[src/rtl/adder_pkg.sv]
// adder_pkg: shared FSM state type and sizing helpers for the clocked adder family
package adder_pkg;
  typedef enum logic [1:0] {IDLE, RUN, DONE} state_t;
  function automatic int steps(input int width, input int chunk);
    return width / chunk;
  endfunction
  function automatic int cnt_w(input int width, input int chunk);
    return $clog2(width / chunk + 1);
  endfunction
  function automatic bit chunk_ok(input int width, input int chunk);
    return chunk >= 1 && width >= 2 && width % chunk == 0;
  endfunction
endpackage

[src/rtl/chunk_adder.sv]
// chunk_adder: combinational ripple of CHUNK full-adder cells (x, y, ci -> s, co)
module chunk_adder #(
  parameter int CHUNK = 1
) (
  input  logic [CHUNK-1:0] x,
  input  logic [CHUNK-1:0] y,
  input  logic             ci,
  output logic [CHUNK-1:0] s,
  output logic             co
);
  logic [CHUNK:0] k;
  assign k[0] = ci;
  assign co = k[CHUNK];
  for (genvar i = 0; i < CHUNK; i++) begin : g_fa
    assign s[i] = x[i] ^ y[i] ^ k[i];
    assign k[i+1] = (x[i] & y[i]) | (k[i] & (x[i] ^ y[i]));
  end
endmodule

[src/rtl/serial_adder.sv]
// serial_adder: adds a+b+cin CHUNK bits per clock with start/busy/done handshake; SERIAL_ADDER_OVF_EN adds signed-overflow output ovf
module serial_adder
  import adder_pkg::*;
#(
  parameter int WIDTH = 8,
  parameter int CHUNK = 1
) (
  input  logic             clk,
  input  logic             rst,
  input  logic             start,
  input  logic [WIDTH-1:0] a,
  input  logic [WIDTH-1:0] b,
  input  logic             cin,
  output logic             busy,
  output logic             done,
  output logic [WIDTH-1:0] sum,
  output logic             cout
`ifdef SERIAL_ADDER_OVF_EN
  ,
  output logic             ovf
`endif
);
  localparam int STEPS = steps(WIDTH, CHUNK);
  localparam int CW = cnt_w(WIDTH, CHUNK);
  if (!chunk_ok(WIDTH, CHUNK)) begin : g_bad_cfg
    $error("serial_adder: WIDTH must be >= 2 and a multiple of CHUNK");
  end
  state_t state, nxt;
  logic [WIDTH-1:0] ra, rb;
  logic c;
  logic [CW-1:0] cnt;
  logic [CHUNK-1:0] cs;
  logic cc, acc, last;
  logic [WIDTH+CHUNK-1:0] sw;
  chunk_adder #(.CHUNK(CHUNK)) u_add (
    .x (ra[CHUNK-1:0]),
    .y (rb[CHUNK-1:0]),
    .ci(c),
    .s (cs),
    .co(cc)
  );
  assign busy = state == RUN;
  assign done = state == DONE;
  assign acc = start && state != RUN;
  assign last = busy && cnt == CW'(STEPS - 1);
  assign sw = {cs, sum};
  always_comb nxt = acc ? RUN : busy ? (last ? DONE : RUN) : IDLE;
  always_ff @(posedge clk) begin
    if (rst) begin
      state <= IDLE;
      ra <= '0;
      rb <= '0;
      c <= 1'b0;
      cnt <= '0;
      sum <= '0;
      cout <= 1'b0;
    end else begin
      state <= nxt;
      if (acc) begin
        ra <= a;
        rb <= b;
        c <= cin;
        cnt <= '0;
      end else if (busy) begin
        ra <= ra >> CHUNK;
        rb <= rb >> CHUNK;
        c <= cc;
        cnt <= cnt + 1'b1;
        sum <= sw[WIDTH+CHUNK-1:CHUNK];
        cout <= cc;
      end
    end
  end
`ifdef SERIAL_ADDER_OVF_EN
  // carry into the MSB is recovered from the MSB cell's own inputs and sum bit
  always_ff @(posedge clk) begin
    if (rst) ovf <= 1'b0;
    else if (last) ovf <= ra[CHUNK-1] ^ rb[CHUNK-1] ^ cs[CHUNK-1] ^ cc;
  end
`endif
endmodule

[config.mk]
export PLATFORM = sky130hd
export DESIGN_NAME = serial_adder
export DESIGN_NICKNAME = d
export VERILOG_FILES = /design/src/rtl/adder_pkg.sv /design/src/rtl/chunk_adder.sv /design/src/rtl/serial_adder.sv
export SDC_FILE = /design/constraint.sdc
export NUM_CORES = 1
export LEC_CHECK = 0
export CORE_MARGIN = 2
export CORE_UTILIZATION = 23
export DETAILED_ROUTE_END_ITERATION = 7
export PLACE_DENSITY = 0.5
export SETUP_SLACK_MARGIN = 0.5
export SLEW_MARGIN = 25
export SYNTH_ARGS = -nofsm -noshare
export SYNTH_HDL_FRONTEND = slang
export SYNTH_SLANG_ARGS = --single-unit
[constraint.sdc]
create_clock -name clk -period 2.1 [get_ports clk]
set_input_delay 0.315 -clock clk [delete_from_list [all_inputs] [get_ports clk]]
set_output_delay 0.315 -clock clk [all_outputs]
set_load 0.01 [all_outputs]
-- Word level (Yosys, flattened, before mapping)
Index checks and enable logic that the tools add are counted.
- flip-flop bits (word level): 32
- bits of input ports: 20
- output and inout bits: 11
- word-level logic and storage cells: 35
- add/subtract/negate cells: 1
- equal/unequal tests: 4
- multiplexer cells: 9
- bitwise operators: 7
- reduce and logical (&&, ||, !) cells: 6
- operators by type and width (operator ; number):
    $mux 8 ; 4
    $add 4x1->4 const B ; 1
    $eq 4x3->1 const B ; 1
    $mux 1 ; 4
    $reduce_or 3->1 ; 1
    $and 1x1->1 ; 2
    $eq 2x1->1 const B ; 1
    $eq 2x2->1 const B ; 1
    $logic_and 1x1->1 ; 2
    $mux 2 ; 1
    $ne 2x1->1 const B ; 1
    $not 1->1 ; 2
    $reduce_and 2->1 ; 1
    $reduce_bool 2->1 ; 1
    $reduce_or 2->1 ; 1
    $xor 1x1->1 ; 2
    $or 1x1->1 ; 1

-- Longest topological paths before layout
- depth in word-level cells: 5
- mapped depth: 6
- mapped depth without buffers: 4

-- By module
From an unflattened synthesis, not the netlist that was laid out.
- cells, all modules: 142
- area, all modules: 1348.8 µm²
- by module, submodules not included (module ; times used ; cells each ; area each (µm²) ; seq. area each (µm²)):
    serial_adder ; 1 ; 141 ; 1328.8 ; 640.6
    chunk_adder ; 1 ; 1 ; 20.0 ; 0.0

-- Worst setup path before layout
OpenSTA, ideal clock, no wires.
- path type: register -> output
- from: register state[1]
- to: output busy
- arrival time: 787 ps
- data required time: 1785 ps
- slack: 998 ps
- stages on the path, launching flop included: 5
- path buffers: 2
- cell sequence: dfxtp_1 -> nand2b_4 -> buf_6 -> inv_2 -> buf_4
- longest elaborated chain between the ends: 1
- ends and longest elaborated chain (item ; line ; RTL):
    start: declaration ; serial_adder.sv:28 ; state_t state, nxt;
    start signal: assignment ; serial_adder.sv:58 ; state <= nxt;
    $eq 2x1->1 ; serial_adder.sv:42 ; assign busy = state == RUN;
    end: declaration ; serial_adder.sv:14 ; output logic busy,
No other way between the ends.

-- Worst setup path after layout
- from: register sum[7]
- to: output sum[7]
- RTL lines (item ; line ; RTL):
    start: declaration ; serial_adder.sv:16 ; output logic [WIDTH-1:0] sum,
    start signal: assignment ; serial_adder.sv:69 ; sum <= sw[WIDTH+CHUNK-1:CHUNK];
No word-level cell between the ends.

==> metrics.log <==
INFO  metric outcome = complete, no violations
INFO  metric post_synth_instance_area = 1350 µm²
INFO  metric critical-path-max-stage-delay = 0.55 ns
INFO  metric net_switching_power_figure = 0.326 mW
INFO  metric synthCells = 142
INFO  metric timing.clock.skew = 0.00686 ns
INFO  metric intPower = 1.08 mW
INFO  metric rr_worst_depth = 5
INFO  metric pwr_density_cell = 766 nW/µm²
INFO  metric die-height = 80.6 µm
INFO  metric placement.setup.worst_slack = 0.456 ns
INFO  metric synth_nets = 164
INFO  metric clk-insertion-delay-late = 0.28 ns
INFO  metric cts.hold.buffers_added = 0
INFO  metric drt-total-wl = 2930 µm
INFO  metric detailedRoute.firstIterationViolations = 41
INFO  metric worstHoldStart = sum[0]$_SDFFE_PP0P_
INFO  metric swShare = 23.1%
INFO  metric detail-route-antenna-nets = 0
INFO  metric most-common-layout-cells = dfxtp_1, clkdlybuf4s50_1, nand2_1
INFO  metric delay_heaviest_family_cp = buffers and inverters
INFO  metric start_util = 24.2%
INFO  metric hold_viol = 0
INFO  metric r2r-end = cnt[2]$_SDFFE_PP0N_
INFO  metric die-width = 80.6 µm
INFO  metric yosysWarnings = 0
INFO  metric gp_congestion = 0.638
INFO  metric tritoncts = yes
INFO  metric drc = 0
INFO  metric clk_root_buffer_cell = clkbuf_8
INFO  metric min_period = 1.49 ns
INFO  metric dr_total_vias = 1,083
INFO  metric num_io_pins = 31
INFO  metric yosysUniqueCellTypes = 26
INFO  metric timing.critical_path.buf_inv = 1
INFO  metric final_min_period_over_clock_period = 71.1%
INFO  metric clock_sinks = 32
INFO  metric grt_use_total = 9.92%
INFO  metric viasPerCell = 4.37
INFO  metric fin_setup_tns = 0 ns
INFO  metric synth.ff_latch_count = 32
INFO  metric largest_net_degree_at_the_start_of_global_routing = 33
INFO  metric power_frac_clock = 41.0%
INFO  metric comb_power_share = 12.1%
INFO  metric relative_slew_slack = 75.8%
INFO  metric n_fill_cell = 588
INFO  metric worst-slew-pin-transition = 0.363 ns
INFO  metric core_area = 5570 µm²
INFO  metric timing.hold.worst_endpoint = sum[0]$_SDFFE_PP0P_
INFO  metric start_kind = register
INFO  metric antenna-diode-count = 0
INFO  metric setup.worst_path.end_class = output port
INFO  metric nNetsFinal = 197
INFO  metric critical_path_maximum_fanout = 3
INFO  metric wl_per_cell = 11.8 µm
INFO  metric p_seq_share = 46.9%
INFO  metric vdd.ir_drop.worst = 525 µV
INFO  metric max_freq = 0.670 GHz
INFO  metric port_buffers = 30
INFO  metric cts_buffers = 5
INFO  metric htreeDepth = 2
INFO  metric synth_seq_area_share = 47.5%
INFO  metric grt_setup_unrepaired = no
INFO  metric cp_cell_sequence = clkdlybuf4s50_1
INFO  metric critPathSlowestCell = clkdlybuf4s50_1
INFO  metric grt_first_pass_wirelength = 4970 µm
INFO  metric std_cell_rows = 27
INFO  metric drv_slew = 0
INFO  metric drt_first_pass_iters = 4
INFO  metric worst_slack = 0.607 ns
INFO  metric timing.critical_path.arrival = 1.18 ns
INFO  metric r2r_slack = 0.62 ns
INFO  metric layout.cells.most_common = dfxtp_1
INFO  metric dpl.hpwl = 1840 µm
INFO  metric cap_violations = 0
INFO  metric worstReg2RegStart = state[1]$_SDFF_PP0_
INFO  metric areaGrowthSynthToFinish = 36.4%
INFO  metric area_enclosed_by_the_die_boundary = 6490 µm²
INFO  metric worstHoldPathType = register to register
INFO  metric p_leak = 0.725 nW
INFO  metric grt_antenna_before_repair = 0
INFO  metric cts_buffer_depth = 2
INFO  metric timing.critical_path.required = 1.78 ns
INFO  metric timing.final.setup_violations = 0
INFO  metric postSynthAreaPerCell = 9.50 µm²
INFO  metric min_path_cells = 2
INFO  metric grt_pass1_vias = 1,041
INFO  metric grt_overflow_total = 0
INFO  metric crit_type = register to output port
INFO  metric post_route_cells_drive_above_1_share = 11.9%
INFO  metric worst_setup_hold_path_clk_slew = 0.07 ns
==> worst max path at each step <==
stage,startpoint,end,slack (ns),depth (start not counted)
floorplan,state[1]$_SDFF_PP0_,busy,1.0,4
global placement,start,ra[2]$_SDFFE_PP0P_,0.48,4
detailed placement,start,rb[0]$_SDFFE_PP0P_,0.46,4
CTS,state[1]$_SDFF_PP0_,busy,0.44,3
global route,state[1]$_SDFF_PP0_,cnt[2]$_SDFFE_PP0N_,0.53,5
finish,sum[7]$_SDFFE_PP0P_,sum[7],0.61,1
==> layer usage <==
layer,track usage (%),up-vias,share of wire (%)
li1,-,563,-
met1,12.6,488,48
met2,15.7,26,45
met3,3.26,6,5.5
met4,3.56,0,1.3
met5,0,-,0
==> power groups by stage <==
stage / sequential (mW) / combinational [mW] / clock (mW)
5_1_grt: 0.665 / 0.192 / 0.621
4_1_cts: 0.661 / 0.174 / 0.596
3_3_place_gp: 0.675 / 0.170 / 0
6_report: 0.661 / 0.171 / 0.578
2_1_floorplan: 0.671 / 0.106 / 0
3_5_place_dp: 0.674 / 0.168 / 0
==> stage by stage <==
stage	std cells	hold slack [ns]	cell area, µm²	util [%]	power, mW
floorplan	142	0.387	1350	-	0.776
global placement	238	0.447	1710	30.7	0.844
detailed placement	238	0.452	1710	30.7	0.843
CTS	248	0.462	1830	32.9	1.43
global route	248	0.492	1840	33.0	1.48
finish	248	0.456	1840	33.0	1.41
==> cell families after synthesis <==
kind of cell,count (synthesis),synth area share [%]
AO/OA/AOI/OAI,30,14.9
adder cells (fa/ha/maj),2,2.41
AND/OR/NAND/NOR,47,15.8
buffers and inverters,13,5.56
flip-flops,32,47.5
multiplexers,18,13.8
==> cell usage after synthesis <==
library cell / instances / area [µm²]
dfxtp_1: 32 / 641
nand2_1: 20 / 75.1
mux2i_1: 16 / 160
a211oi_1: 14 / 105
nor2_1: 14 / 52.6
a21oi_1: 13 / 65.1
nand3_1: 5 / 25.0
clkbuf_1: 4 / 15.0
buf_2: 3 / 15.0
a211oi_2: 2 / 25.0
buf_4: 2 / 15.0
buf_6: 2 / 22.5
nor3_1: 2 / 10.0
a31oi_1: 1 / 6.26
and2b_1: 1 / 7.51
and4b_1: 1 / 10.0
fa_1: 1 / 20.0
ha_1: 1 / 12.5
inv_1: 1 / 3.75
inv_2: 1 / 3.75
mux2_2: 1 / 11.3
mux2_4: 1 / 15.0
nand2b_1: 1 / 6.26
nand2b_4: 1 / 13.8
nor2b_1: 1 / 6.26
or3_1: 1 / 6.26
==> registers in the layout, summed over array words and instances (netlist names) <==
register  cells
c             1
cnt           4
sum           8
rb            8
cout          1
ra            8
state         2
==> layout make-up <==
| cell class | instances | area [µm²] | share of cell area (%) |
|---|---|---|---|
| clock buffer | 6 | 72.6 | 3.95 |
| inverter | 2 | 7.51 | 0.408 |
| timing repair buffer | 36 | 350 | 19.0 |
| clock inverter | 2 | 35.0 | 1.90 |
| sequential | 32 | 642 | 34.9 |
| multi-input combinational | 98 | 642 | 34.9 |
| tap | 72 | 90.1 | 4.90 |
==> what timing repair did <==
action                     in CTS  in global routing
gates cloned                    1                  0
resized for setup               2                  2
buffers inserted                1                  0
setup endpoints to repair       2                  2
Note: power is estimated with default switching activity, not from simulation.
